File: config.mk
export PLATFORM = sky130hd
export DESIGN_NAME = sha256_msg_padder_flat
export DESIGN_NICKNAME = d
export VERILOG_FILES = /design/src/rtl/sha256_msg_padder_if.sv /design/src/rtl/sha256_msg_padder.sv /design/src/flat_wrapper.sv
export SDC_FILE = /design/constraint.sdc
export NUM_CORES = 1
export LEC_CHECK = 0
export BUFFER_PORTS_ARGS = -buffer_cell sky130_fd_sc_hd__buf_2
export CAP_MARGIN = 20
export CORE_MARGIN = 1
export CORE_UTILIZATION = 62
export CTS_CLUSTER_SIZE = 16
export DETAILED_ROUTE_END_ITERATION = 8
export HOLD_SLACK_MARGIN = 0.05
export PLACE_DENSITY = 0.9
export SLEW_MARGIN = 20
export SYNTH_ARGS = -nofsm -noshare
export SYNTH_HDL_FRONTEND = slang
export SYNTH_SLANG_ARGS = --single-unit
export TNS_END_PERCENT = 50
File: constraint.sdc
create_clock -name clk -period 11.9 [get_ports clk]
set_input_delay 2.38 -clock clk [delete_from_list [all_inputs] [get_ports clk]]
set_output_delay 2.38 -clock clk [all_outputs]
set_load 0.005 [all_outputs]
File: src/rtl/sha256_msg_padder_if.sv
// Message stream and memory write bus between the padder and its neighbours.
interface sha256_msg_padder_if #(
    parameter int unsigned ADDR_W = 16
);
    localparam int unsigned DATA_W = 32;

    logic              in_valid;
    logic [DATA_W-1:0] in_data;
    logic              in_last;
    logic              in_ready;

    logic              mem_clk;
    logic              mem_we;
    logic [ADDR_W-1:0] mem_addr;
    logic [DATA_W-1:0] mem_write_data;

    // Padder side: consumes the message stream, drives the memory port
    modport slave (
        input  in_valid,
        input  in_data,
        input  in_last,
        output in_ready,
        output mem_clk,
        output mem_we,
        output mem_addr,
        output mem_write_data
    );

    // Producer / memory side
    modport master (
        output in_valid,
        output in_data,
        output in_last,
        input  in_ready,
        input  mem_clk,
        input  mem_we,
        input  mem_addr,
        input  mem_write_data
    );
endinterface

File: src/rtl/sha256_msg_padder.sv
// Writes a word stream into message memory, appends SHA-256 padding to a
// whole number of 16-word blocks, then kicks the SHA core and reports done.
module sha256_msg_padder #(
    parameter int unsigned MAX_WORDS = 1024,
    parameter int unsigned ADDR_W    = 16
) (
    input  logic                 clk,
    input  logic                 reset,
    input  logic                 start,
    input  logic [ADDR_W-1:0]    message_addr,
    sha256_msg_padder_if.slave   bus,
    output logic                 hash_start,
    input  logic                 hash_done,
    output logic [7:0]           num_blocks,
    output logic                 done,
    output logic                 error
);
    localparam int unsigned DATA_W = 32;
    localparam int unsigned NB_W   = 8;
    localparam logic [ADDR_W-1:0] ONE   = ADDR_W'(1);
    localparam logic [ADDR_W-1:0] TWO   = ADDR_W'(2);
    localparam logic [ADDR_W-1:0] THREE = ADDR_W'(3);
    localparam logic [ADDR_W-1:0] MAX_N = ADDR_W'(MAX_WORDS);
    localparam logic [DATA_W-1:0] PAD_MARKER = 32'h8000_0000;

    typedef enum logic [3:0] {
        S_IDLE,
        S_LOAD,
        S_PAD_MARK,
        S_PAD_ZERO,
        S_LEN_HI,
        S_LEN_LO,
        S_START,
        S_WAIT_HASH,
        S_DONE
    } state_t;

    state_t            state_q, state_d;
    logic [ADDR_W-1:0] base_q, base_d;
    logic [ADDR_W-1:0] n_q, n_d;
    logic [ADDR_W-1:0] idx_q, idx_d;
    logic [ADDR_W-1:0] t_q, t_d;
    logic [ADDR_W-1:0] n_inc;
    logic [ADDR_W-1:0] blk_total;

    logic              err_d;
    logic              we_d;
    logic [ADDR_W-1:0] addr_d;
    logic [DATA_W-1:0] wdata_d;
    logic              hs_d;
    logic [NB_W-1:0]   nb_d;

    // Memory is clocked alongside the padder
    assign bus.mem_clk = clk;

    // Padded length if the word now being accepted is the last one:
    // smallest multiple of 16 holding N words + marker + 2 length words
    assign n_inc     = n_q + ONE;
    assign blk_total = (n_inc + ADDR_W'(18)) & ~ADDR_W'(15);

    // Control state and message bookkeeping
    always_ff @(posedge clk) begin
        if (reset) begin
            state_q <= S_IDLE;
            base_q  <= '0;
            n_q     <= '0;
            idx_q   <= '0;
            t_q     <= '0;
        end else begin
            state_q <= state_d;
            base_q  <= base_d;
            n_q     <= n_d;
            idx_q   <= idx_d;
            t_q     <= t_d;
        end
    end

    // Next state and next values of every registered output
    always_comb begin
        state_d = state_q;
        base_d  = base_q;
        n_d     = n_q;
        idx_d   = idx_q;
        t_d     = t_q;
        err_d   = error;
        we_d    = 1'b0;
        addr_d  = bus.mem_addr;
        wdata_d = bus.mem_write_data;
        hs_d    = 1'b0;
        nb_d    = num_blocks;

        case (state_q)
            S_IDLE: begin
                if (start) begin
                    base_d  = message_addr;
                    n_d     = '0;
                    err_d   = 1'b0;
                    state_d = S_LOAD;
                end
            end

            S_LOAD: begin
                if (bus.in_valid) begin
                    if ((n_q == MAX_N) && !bus.in_last) begin
                        // Overlong message: drop the word, report, no hash
                        err_d   = 1'b1;
                        nb_d    = '0;
                        state_d = S_DONE;
                    end else begin
                        we_d    = 1'b1;
                        addr_d  = base_q + n_q;
                        wdata_d = bus.in_data;
                        n_d     = n_inc;
                        if (bus.in_last) begin
                            idx_d   = n_inc;
                            t_d     = blk_total;
                            nb_d    = NB_W'(blk_total >> 4);
                            state_d = S_PAD_MARK;
                        end
                    end
                end
            end

            S_PAD_MARK: begin
                we_d    = 1'b1;
                addr_d  = base_q + idx_q;
                wdata_d = PAD_MARKER;
                idx_d   = idx_q + ONE;
                // No zero fill when the marker lands right before the length
                state_d = ((idx_q + ONE) == (t_q - TWO)) ? S_LEN_HI : S_PAD_ZERO;
            end

            S_PAD_ZERO: begin
                we_d    = 1'b1;
                addr_d  = base_q + idx_q;
                wdata_d = '0;
                idx_d   = idx_q + ONE;
                if (idx_q == (t_q - THREE)) begin
                    state_d = S_LEN_HI;
                end
            end

            S_LEN_HI: begin
                we_d    = 1'b1;
                addr_d  = base_q + idx_q;
                wdata_d = '0;
                idx_d   = idx_q + ONE;
                state_d = S_LEN_LO;
            end

            S_LEN_LO: begin
                we_d    = 1'b1;
                addr_d  = base_q + idx_q;
                wdata_d = DATA_W'({n_q, 5'b0});
                state_d = S_START;
            end

            S_START: begin
                hs_d    = 1'b1;
                state_d = S_WAIT_HASH;
            end

            S_WAIT_HASH: begin
                if (hash_done) begin
                    state_d = S_DONE;
                end
            end

            S_DONE: begin
                if (!start) begin
                    state_d = S_IDLE;
                end
            end

            default: begin
                state_d = S_IDLE;
            end
        endcase
    end

    // Registered outputs; the memory port trails the state by one cycle
    always_ff @(posedge clk) begin
        if (reset) begin
            bus.in_ready       <= 1'b0;
            bus.mem_we         <= 1'b0;
            bus.mem_addr       <= '0;
            bus.mem_write_data <= '0;
            hash_start         <= 1'b0;
            num_blocks         <= '0;
            done               <= 1'b0;
            error              <= 1'b0;
        end else begin
            bus.in_ready       <= (state_d == S_LOAD);
            bus.mem_we         <= we_d;
            bus.mem_addr       <= addr_d;
            bus.mem_write_data <= wdata_d;
            hash_start         <= hs_d;
            num_blocks         <= nb_d;
            done               <= (state_d == S_DONE);
            error              <= err_d;
        end
    end
endmodule

File: src/flat_wrapper.sv
// flat-port wrapper written by rule: the top's interface ports become plain ports
module sha256_msg_padder_flat 
#(
    parameter int unsigned MAX_WORDS = 1024,
    parameter int unsigned ADDR_W    = 16
)
  (clk, reset, start, message_addr, hash_start, hash_done, num_blocks, done, error, bus_in_valid, bus_in_data, bus_in_last, bus_in_ready, bus_mem_clk, bus_mem_we, bus_mem_addr, bus_mem_write_data);
  sha256_msg_padder_if #(.ADDR_W(ADDR_W)) bus_i ();
  input  logic clk;
  input  logic reset;
  input  logic start;
  input  logic [ADDR_W-1:0] message_addr;
  output logic hash_start;
  input  logic hash_done;
  output logic [7:0] num_blocks;
  output logic done;
  output logic error;
  input wire logic [$bits(bus_i.in_valid)-1:0] bus_in_valid;
  input wire logic [$bits(bus_i.in_data)-1:0] bus_in_data;
  input wire logic [$bits(bus_i.in_last)-1:0] bus_in_last;
  output wire logic [$bits(bus_i.in_ready)-1:0] bus_in_ready;
  output wire logic [$bits(bus_i.mem_clk)-1:0] bus_mem_clk;
  output wire logic [$bits(bus_i.mem_we)-1:0] bus_mem_we;
  output wire logic [$bits(bus_i.mem_addr)-1:0] bus_mem_addr;
  output wire logic [$bits(bus_i.mem_write_data)-1:0] bus_mem_write_data;
  assign bus_i.in_valid = bus_in_valid;
  assign bus_i.in_data = bus_in_data;
  assign bus_i.in_last = bus_in_last;
  assign bus_in_ready = bus_i.in_ready;
  assign bus_mem_clk = bus_i.mem_clk;
  assign bus_mem_we = bus_i.mem_we;
  assign bus_mem_addr = bus_i.mem_addr;
  assign bus_mem_write_data = bus_i.mem_write_data;
  sha256_msg_padder #(.MAX_WORDS(MAX_WORDS), .ADDR_W(ADDR_W)) u_core (.clk(clk), .reset(reset), .start(start), .message_addr(message_addr), .bus(bus_i), .hash_start(hash_start), .hash_done(hash_done), .num_blocks(num_blocks), .done(done), .error(error));
endmodule
# Word level (Yosys, flattened, before mapping)
# Cells that the tools add are included.
# word_totals
register_bits,125
input_bits,54
# op_classes
n_addsub,7
eq_ne,18
n_mux,33
bitwise_logic,1
n_reduce_logical,19
# op_table
cell,count
$mux W16,8
$pmux W32 S4,1
$pmux W16 S2,3
$mux W32,2
$pmux W4 S9,1
$add A16 B1 Y16 const B,2
$add A16 B16 Y16,2
$eq A16 B16 Y1,2
$sub A16 B2 Y16 const B,2
$mux W4,7
$add A16 B5 Y16 const B,1
$eq A16 B11 Y1 const B,1
$eq A4 B3 Y1 const B,4
$mux W8,2
$reduce_and A4 Y1,4
$reduce_and A3 Y1,3
$eq A4 B1 Y1 const B,2
$eq A4 B2 Y1 const B,2
$eq A4 B4 Y1 const B,2
$ne A2 B2 Y1 const B,4
$reduce_bool A2 Y1,4
$mux W1,6
$logic_not A4 Y1,1
$pmux W1 S2,2
10 further kinds,10

# Longest topological paths before layout
# Gate-level depths: netlist of run 1.
# logic_depth
depth_word,6
mapped_depth,16

==> results of run 1 <==
-- power by group through the flow --
stage	sequential [W]	clock, W	combinational (W)
2_1_floorplan	0.000457	0.00000545	0.0000773
3_3_place_gp	0.000459	0.00000365	0.000116
3_5_place_dp	0.000459	0.00000365	0.000119
4_1_cts	0.000451	0.000545	0.000121
5_1_grt	0.000453	0.000567	0.000134
6_report	0.000451	0.000544	0.000123
-- area by class of cell --
cell class | count | area [sq um]
multi-input combinational | 716 | 4440
fill | 814 | 3000
sequential | 125 | 2500
timing repair buffer | 123 | 641
clock buffer | 26 | 554
tap | 143 | 179
clock inverter | 10 | 88.8
inverter | 18 | 67.6
-- synth_stat cells (all sizes together) (5+ instances only) --
master,count,area [sq um]
nand2,142,541
dfxtp,125,2500
a21oi,93,465
nor2,91,352
o21ai,52,275
xnor2,46,429
clkbuf,42,158
nand3,36,193
a211oi,30,225
buf,22,149
ha,20,250
xor2,19,181
inv,18,67.6
nor3,17,101
a31oi,14,87.6
nand3b,11,82.6
mux2,10,113
nor4,10,98.8
and3,8,50.1
nand4,8,56.3
or3,8,60.1
and2,7,46.3
nand2b,7,43.8
nor3b,6,50.1
o211ai,6,45.0
and4,5,47.6
nor4b,5,43.8
or2,5,31.3
-- cell usage in the layout (no fill, tap or decap), types with 7 or more instances in the layout --
cell type  netlist  layout
a211oi_1        30      30
a21oi_1         93      93
a31oi_1         14      14
and3_1           8       8
buf_2            8     114
buf_4            7      10
clkbuf_16        0      20
dfxtp_1        125     125
ha_1            20      20
inv_1           18      18
mux2_2          10      10
nand2_1        141     141
nand2b_1         7       7
nand3_1         35      35
nand3b_1        11      11
nand4_1          7       7
nor2_1          89      86
nor3_1          15      15
nor4_1           7       7
o21ai_0         48      48
xnor2_1         44      44
xor2_1          17      17
-- critical path, stage by stage --
cell,delay [ns]
clkbuf_16,0.12
clkbuf_16,0.13
buf_2,0.11
-- through the flow --
step	hold slack (ns)	utilization (%)	setup slack (ns)	total power [W]	std cells
after CTS	0.454	73.8	3.21	0.00112	1161
after detailed placement	0.443	68.2	3.47	0.000582	1126
final	0.452	73.8	3.21	0.00112	1161
after global routing	0.472	73.8	3.21	0.00115	1161
after floorplan	0.441	-	3.46	0.000540	924
after global placement	0.438	68.2	3.47	0.000578	1126
-- kinds of logic after synthesis --
group	count (synthesis)	share of synthesized area [%]
AO/OA/AOI/OAI	243	21.1
XOR/XNOR	65	8.36
AND/OR/NAND/NOR	377	25.8
multiplexers	10	1.54
buffers and inverters	83	5.24
flip-flops	125	34.3
adder cells (fa/ha/maj)	21	3.70
-- per-layer routing --
metal / up-vias / wire length [um]
met5: - / 13
met4: 2 / 676
met3: 72 / 1650
met2: 403 / 10100
met1: 3446 / 8170
li1: 3442 / -
-- flip-flops by register name, indices dropped and copies added, names as in the netlist, 4 cells and up --
register                   flops
u_core.idx_q                  16
u_core.state_q                 4
u_core.bus.mem_addr           16
u_core.bus.mem_write_data     32
u_core.num_blocks              8
u_core.base_q                 16
u_core.n_q                    16
u_core.t_q                    12
-- final timing paths --
| path | to | depth (start not counted) | from |
|---|---|---|---|
| worst min register to register | u_core.num_blocks[5] | 2 | u_core.num_blocks[5] |
| worst max register to register | u_core.bus.mem_addr[14] | 14 | u_core.state_q[2] |
| worst max-delay path | bus_mem_clk | 3 | clk |
| worst min-delay path | u_core.num_blocks[5] | 2 | u_core.num_blocks[5] |
==> flow_summary.ini, run 1 <==
[global_routing]
grt_pass1_wl_um = 34200
gr-usage-met1_pct = 41.8
grt_use_met2_pct = 56.9
grt_usage_pct = 34.5
grt-busiest-layer = met2
grt_max_degree = 89
grtUsageMet3_pct = 8.78
antenna_found_initial = 1
grt_overflow = 0
grt_pass1_vias = 7032

[drt]
first_iter_violations = 894
wl_per_cell_um = 17.8
vias = 7365
drt_first_pass_iters = 5
ant_nets = 0
routed_wl_um = 20600
drcViolationCount = 0
vias_per_cell = 6.34

[floorplan]
die_area_sq_mm = 0.0122
ios = 116
row_count = 39
die_height_um = 111
start_util_pct = 63.7
die_w_um = 111
core_sq_mm = 0.0115

[pwr]
p_int_w = 0.000832
p_clk_share_pct = 48.7
power_leakage_nw = 3.36
seqPwrFrac_pct = 40.4
pwr-share-comb_pct = 11.0
p_per_area_mw_per_mm2 = 132
switchingPower_w = 0.000286
ir_drop_uv = 133
switching_share_pct = 25.6

[synth]
yosys_register_bits = 125
ys_warn_count = 0
synth_cell_types = 85
synthFlopType = dfxtp_1
synth-edff-count = 0
syn_area_per_cell_sq_um = 7.90
async_reset_ff_share_pct = 0
synth_fp_nets = 999
yosysSeqAreaShare_pct = 34.3
netlist_area_sq_mm = 0.00730
syn_inst = 924

[clock_tree]
post_cts_resized = 0
ctsHoldBuffers = 0
postCtsSetupBuffers = 0
clk_pin_slew_ns = 0.05
tritoncts = done
clock_latency_ns = 0.54

[critical_path]
cp.arrival_ns = 6.31
worstSetupPathType = clock port to output pin
reg2reg_slack_ns = 7.48
start_kind = clock port
required_ns = 9.52
cp-end-kind = output pin
path_max_fanout = 2

[final_layout]
num_antenna_cells = 0
drive_above_1_share_pct = 20.2
final_area_sq_mm = 0.00847
nNetsFinal = 1080
synthToLayoutAreaGrowth_pct = 16.0

[place]
placed_cell_area_sq_mm = 0.00783
place.gp.congestion = 0.922
dp_hpwl_um = 13700
port_buffers = 115

[timing]
rsz0062_at_grt = false
setup_violations = 0
finalHoldViolations = 0
slew_viol_final = 0
slew_headroom_pct = 39.4
tightestPinTransition_ns = 0.910
final.setup_skew_ns = 0.0102
final.setup.tns_ns = 0

[hold_path]
worst_hold_path_type = register to register

[flow_run]
max_cap_viol_count = 0

[run_status]
status = finished clean
(Power assumes the default switching activity.)
==> inputs of run 2 (changes only) <==
--- a/config.mk
+++ b/config.mk
@@ -5,14 +5,15 @@
 export SDC_FILE = /design/constraint.sdc
 export NUM_CORES = 1
 export LEC_CHECK = 0
+export ABC_AREA = 1
 export BUFFER_PORTS_ARGS = -buffer_cell sky130_fd_sc_hd__buf_2
 export CAP_MARGIN = 20
 export CORE_MARGIN = 1
-export CORE_UTILIZATION = 62
+export CORE_UTILIZATION = 58
 export CTS_CLUSTER_SIZE = 16
 export DETAILED_ROUTE_END_ITERATION = 8
 export HOLD_SLACK_MARGIN = 0.05
-export PLACE_DENSITY = 0.9
+export PLACE_DENSITY = 0.85
 export SLEW_MARGIN = 20
 export SYNTH_ARGS = -nofsm -noshare
 export SYNTH_HDL_FRONTEND = slang
==> constraint.sdc (replaced) <==
create_clock -name clk -period 8.75 [get_ports clk]
set_input_delay 1.75 -clock clk [delete_from_list [all_inputs] [get_ports clk]]
set_output_delay 1.75 -clock clk [all_outputs]
set_load 0.005 [all_outputs]
==> flow_summary.ini, run 2 <==
[floorplan]
die_height_um = 115
die_area_sq_mm = 0.0132
die_w_um = 115
row_count = 40
core_sq_mm = 0.0122
start_util_pct = 60.4
ios = 116

[drt]
wl_per_cell_um = 15.7
vias_per_cell = 5.76
vias = 7989
ant_nets = 0
drt_first_pass_iters = 8
routed_wl_um = 21800
drcViolationCount = 0
first_iter_violations = 879

[final_layout]
mostFrequentLayoutCell = nand2_1
largest_reg_flops = 32
num_antenna_cells = 0
synthToLayoutAreaGrowth_pct = 17.1
nNetsFinal = 1282
drive_above_1_share_pct = 15.5
fill_cells = 1066
mostFrequentLayoutCells = 295 x nand2_1, 125 x dfxtp_1, 116 x a21oi_1
largest-register = u_core.bus.mem_write_data

[timing]
rsz0062_at_grt = false
final.setup.tns_ns = 0
finalHoldViolations = 0
slew_headroom_pct = 35.5
tightestPinTransition_ns = 0.967
slew_viol_final = 0
setup_violations = 0
worst_slack_ns = 2.26
final.setup_skew_ns = 0.00804

[run_status]
status = finished clean

[synth]
syn_inst = 1115
yosysMostFrequentCell = nand2_1
async_reset_ff_share_pct = 0
netlist_top_cells_area = dfxtp_1 34%, nand2_1 15%, a21oi_1 7.9%, inv_1 5.5%, nand3_1 5.5%
synthTopCellsByCount = 295 x nand2_1, 125 x dfxtp_1, 116 x a21oi_1
yosysTopAreaCell = dfxtp_1
yosysSeqAreaShare_pct = 33.9
synth_fp_nets = 1190
synth-edff-count = 0
synth_cell_types = 46
netlist_area_sq_mm = 0.00738
syn_area_per_cell_sq_um = 6.62
netlist.area_leader.share_pct = 33.9
ys_warn_count = 0
yosys_register_bits = 125
synthFlopType = dfxtp_1

[clock_tree]
postCtsSetupBuffers = 0
clk_pin_slew_ns = 0.06
post_cts_resized = 0
tritoncts = done
clock_latency_ns = 0.54
ctsHoldBuffers = 0

[global_routing]
grt_max_degree = 77
grt_pass1_vias = 7097
grt_usage_pct = 34.7
grt_pass1_wl_um = 35300
antenna_found_initial = 0
grt_overflow = 0

[flow_run]
max_cap_viol_count = 0

[critical_path]
worstReg2RegEnd = u_core.bus.mem_addr[12]
regToRegStartpoint = u_core.state_q[1]
cp.arrival_ns = 4.74
r2r_cells = 16
cp-end-kind = output pin
reg2reg_slack_ns = 4.74
start_kind = clock port
worstSetupPathType = clock port to output pin
path_max_fanout = 2
required_ns = 7.00

[hold_path]
hold_start = u_core.num_blocks[0]
hold_depth = 2
worst_hold_path_type = register to register
whs_endpoint = u_core.num_blocks[0]

[place]
dp_hpwl_um = 15600
dp_slack_ns = 2.52
port_buffers = 115
place.gp.congestion = 0.985

[pwr]
power_leakage_nw = 3.99
p_per_area_mw_per_mm2 = 192
ir_drop_uv = 162
finalPower_w = 0.00166
==> run 2: cell types whose count changed after synthesis, moves of 23 or more <==
cell	previous run	this run
a211oi_1	30	6
a21oi_1	93	116
inv_1	18	109
nand2_1	141	295
nand3_1	35	81
o21ai_0	48	72
xnor2_1	44	10
==> run 2: worst max path at each step <==
stage / from / endpoint / cells after the start
floorplan: clk / bus_mem_clk / 1
global placement: clk / bus_mem_clk / 1
detailed placement: clk / bus_mem_clk / 1
CTS: clk / bus_mem_clk / 3
global route: clk / bus_mem_clk / 3
finish: clk / bus_mem_clk / 3
==> run 2: final cells by class <==
class                   count  area [sq um]  share of cell area, %
clock buffers              22           519                   6.01
clock inverters            14           133                   1.54
inverters                 118           443                   5.13
multi-input cells         822          4220                   48.9
flip-flops and latches    125          2500                   29.0
well taps                 168           210                   2.43
repair buffers            119           608                   7.04
==> run 2: kinds of logic after synthesis <==
family | after synthesis | synth area share, %
and+or+nand+nor | 520 | 30.5
xor gates and xnor gates | 31 | 4.07
buffers and inverters | 168 | 8.99
adders and majority gates | 21 | 3.66
AOI/OAI and AO/OA | 250 | 18.9
DFF | 125 | 33.9
==> run 2: critical path: stages <==
cell and delay, ns:
clkbuf_16 0.12, clkbuf_16 0.13, buf_2 0.11
==> run 2: per-layer routing <==
layer | share of wire [%] | track usage [%] | wire length (um) | up-vias
met4 | 3.6 | 19.3 | 783 | 0
met3 | 9.6 | 6.48 | 2090 | 63
met1 | 43 | 47.8 | 9440 | 3600
met2 | 43 | 51.4 | 9470 | 437
li1 | - | - | - | 3889
met5 | 0 | 0 | 0 | -
==> run 2: where the power goes <==
part | switching (W) | internal, W | total, W
Clock | 0.000291 | 0.000463 | 0.000754
Combinational | 0.000166 | 0.0000912 | 0.000258
Sequential | 0.0000340 | 0.000614 | 0.000648
==> run 2: metrics by stage <==
step / std cells / util (%) / hold WS (ns) / instance area, sq um
floorplan: 1115 / - / 0.445 / 7380
global placement: 1353 / 65.4 / 0.446 / 7980
detailed placement: 1353 / 65.4 / 0.450 / 7980
CTS: 1388 / 70.7 / 0.459 / 8630
global route: 1388 / 70.7 / 0.469 / 8640
finish: 1388 / 70.7 / 0.459 / 8640
==> inputs of run 3 (changes only) <==
--- a/config.mk
+++ b/config.mk
@@ -5,15 +5,15 @@
 export SDC_FILE = /design/constraint.sdc
 export NUM_CORES = 1
 export LEC_CHECK = 0
-export ABC_AREA = 1
+export ABC_AREA = 0
 export BUFFER_PORTS_ARGS = -buffer_cell sky130_fd_sc_hd__buf_2
 export CAP_MARGIN = 20
 export CORE_MARGIN = 1
-export CORE_UTILIZATION = 58
+export CORE_UTILIZATION = 52
 export CTS_CLUSTER_SIZE = 16
 export DETAILED_ROUTE_END_ITERATION = 8
 export HOLD_SLACK_MARGIN = 0.05
-export PLACE_DENSITY = 0.85
+export PLACE_DENSITY = 0.81
 export SLEW_MARGIN = 20
 export SYNTH_ARGS = -nofsm -noshare
 export SYNTH_HDL_FRONTEND = slang
==> constraint.sdc (replaced) <==
create_clock -name clk -period 5.73 [get_ports clk]
set_input_delay 1.146 -clock clk [delete_from_list [all_inputs] [get_ports clk]]
set_output_delay 1.146 -clock clk [all_outputs]
set_load 0.005 [all_outputs]
==> flow_summary.ini, run 3 (synthesis gave the netlist of run 1 again) <==
[drt]
drt_first_pass_iters = 6
vias = 7225
wl_per_cell_um = 17.3
vias_per_cell = 6.05
ant_nets = 0
first_iter_violations = 847
drcViolationCount = 0
routed_wl_um = 20700

[global_routing]
grt_overflow = 0
grt_max_degree = 97
grt_pass1_wl_um = 33400
antenna_found_initial = 0
grt_pass1_vias = 6700
grt_usage_pct = 29.2

[final_layout]
synthToLayoutAreaGrowth_pct = 17.5
mostFrequentLayoutCells = 141 x nand2_1, 125 x dfxtp_1, 114 x buf_2
final_area_sq_mm = 0.00858
nNetsFinal = 1081
num_antenna_cells = 0
drive_above_1_share_pct = 20.1
largest-register = u_core.bus.mem_write_data
largest_reg_flops = 32
fin_util_pct = 63.8
mostFrequentLayoutCell = nand2_1

[critical_path]
cp_slowest_cell = clkbuf_16
start_kind = clock port
critPathBufInv = 3
worstReg2RegEnd = u_core.bus.mem_addr[14]
worstSetupEndpoint = bus_mem_clk
reg2reg_slack_ns = 1.61
crit_start = clk
worstSetupPathType = clock port to output pin
regToRegStartpoint = u_core.state_q[2]
worstPathCellList = clkbuf_16 -> clkbuf_16 -> buf_2
crit_cells = 3
slowest_delay_ns = 0.12
required_ns = 4.58
cp-end-kind = output pin
cp.arrival_ns = 3.22
path_max_fanout = 2
cp_top_family = buffers and inverters
cp_common_cell = clkbuf_16
r2r_cells = 14

[clock_tree]
postCtsSetupBuffers = 0
clk_pin_slew_ns = 0.06
post_cts_resized = 0
clock_latency_ns = 0.54
tritoncts = done
ctsHoldBuffers = 0

[timing]
tightestPinTransition_ns = 0.972
finalHoldViolations = 0
slew_viol_final = 0
final.setup.tns_ns = 0
slew_headroom_pct = 35.2
setup_violations = 0
worst_slack_ns = 1.36
final.setup_skew_ns = 0.0149
rsz0062_at_grt = false

[run_status]
status = finished clean

[pwr]
finalPower_w = 0.00245
ir_drop_uv = 257
power_leakage_nw = 3.40
p_per_area_mw_per_mm2 = 286

[place]
placed_cell_area_sq_mm = 0.00787
port_buffers = 115
dp_slack_ns = 1.62
place.gp.congestion = 0.930
dp_hpwl_um = 14000

[floorplan]
die_area_sq_mm = 0.0145
row_count = 42
start_util_pct = 54.3
ios = 116
core_sq_mm = 0.0135
die_w_um = 121
die_height_um = 121

[flow_run]
max_cap_viol_count = 0

[hold_path]
worst_hold_path_type = register to register
-- run 3: cell types whose count changed in the layout (fill, tap and decap cells not counted), moves of 23 or more --
cell,before,now
a211oi_1,6,30
a21oi_1,116,93
inv_1,109,18
nand2_1,295,141
nand3_1,81,35
o21ai_0,72,48
xnor2_1,10,44
-- run 3: layout make-up --
cell class / count / area (sq um)
fill: 1134 / 4870
multi-input combinational: 716 / 4430
sequential: 125 / 2500
timing repair buffer: 124 / 648
clock buffer: 26 / 544
tap: 176 / 220
clock inverter: 10 / 163
inverter: 18 / 67.6
-- run 3: power breakdown --
group	switching, W	total (W)	internal, W
clock network	0.000417	0.00126	0.000844
logic	0.000156	0.000255	0.0000983
registers	0.0000283	0.000937	0.000909
-- run 3: metal layers --
| metal | up-vias | track usage [%] | wire length [um] |
|---|---|---|---|
| met5 | - | 0 | 0 |
| met4 | 0 | 13.3 | 512 |
| met3 | 48 | 5.38 | 1600 |
| met2 | 310 | 46.9 | 9850 |
| met1 | 3429 | 37.8 | 8700 |
| li1 | 3438 | - | - |
-- run 3: worst min path at each step --
| stage | from | endpoint | slack (ns) | cells past startpoint |
|---|---|---|---|---|
| after global placement | u_core.bus.mem_addr[9] | u_core.bus.mem_addr[9] | 0.44 | 2 |
| after floorplan | u_core.base_q[0] | u_core.base_q[0] | 0.44 | 2 |
| after global routing | u_core.num_blocks[5] | u_core.num_blocks[5] | 0.46 | 2 |
| after detailed placement | u_core.num_blocks[5] | u_core.num_blocks[5] | 0.44 | 2 |
| after CTS | u_core.num_blocks[5] | u_core.num_blocks[5] | 0.45 | 2 |
| final | u_core.num_blocks[5] | u_core.num_blocks[5] | 0.45 | 2 |
-- run 3: worst reg2reg max path: cells and delay by family, from the launching register on --
kind,cells,cell delay [ns]
buf+inv,1,0.20
fa+ha+maj,2,0.65
simple gates,2,0.68
compound gates,9,2.05
flops,1,0.47
-- run 3: through the flow --
step | hold slack [ns] | instances
after floorplan | 0.441 | 924
after global placement | 0.437 | 1160
after detailed placement | 0.444 | 1160
after CTS | 0.452 | 1195
final | 0.450 | 1195
after global routing | 0.461 | 1195
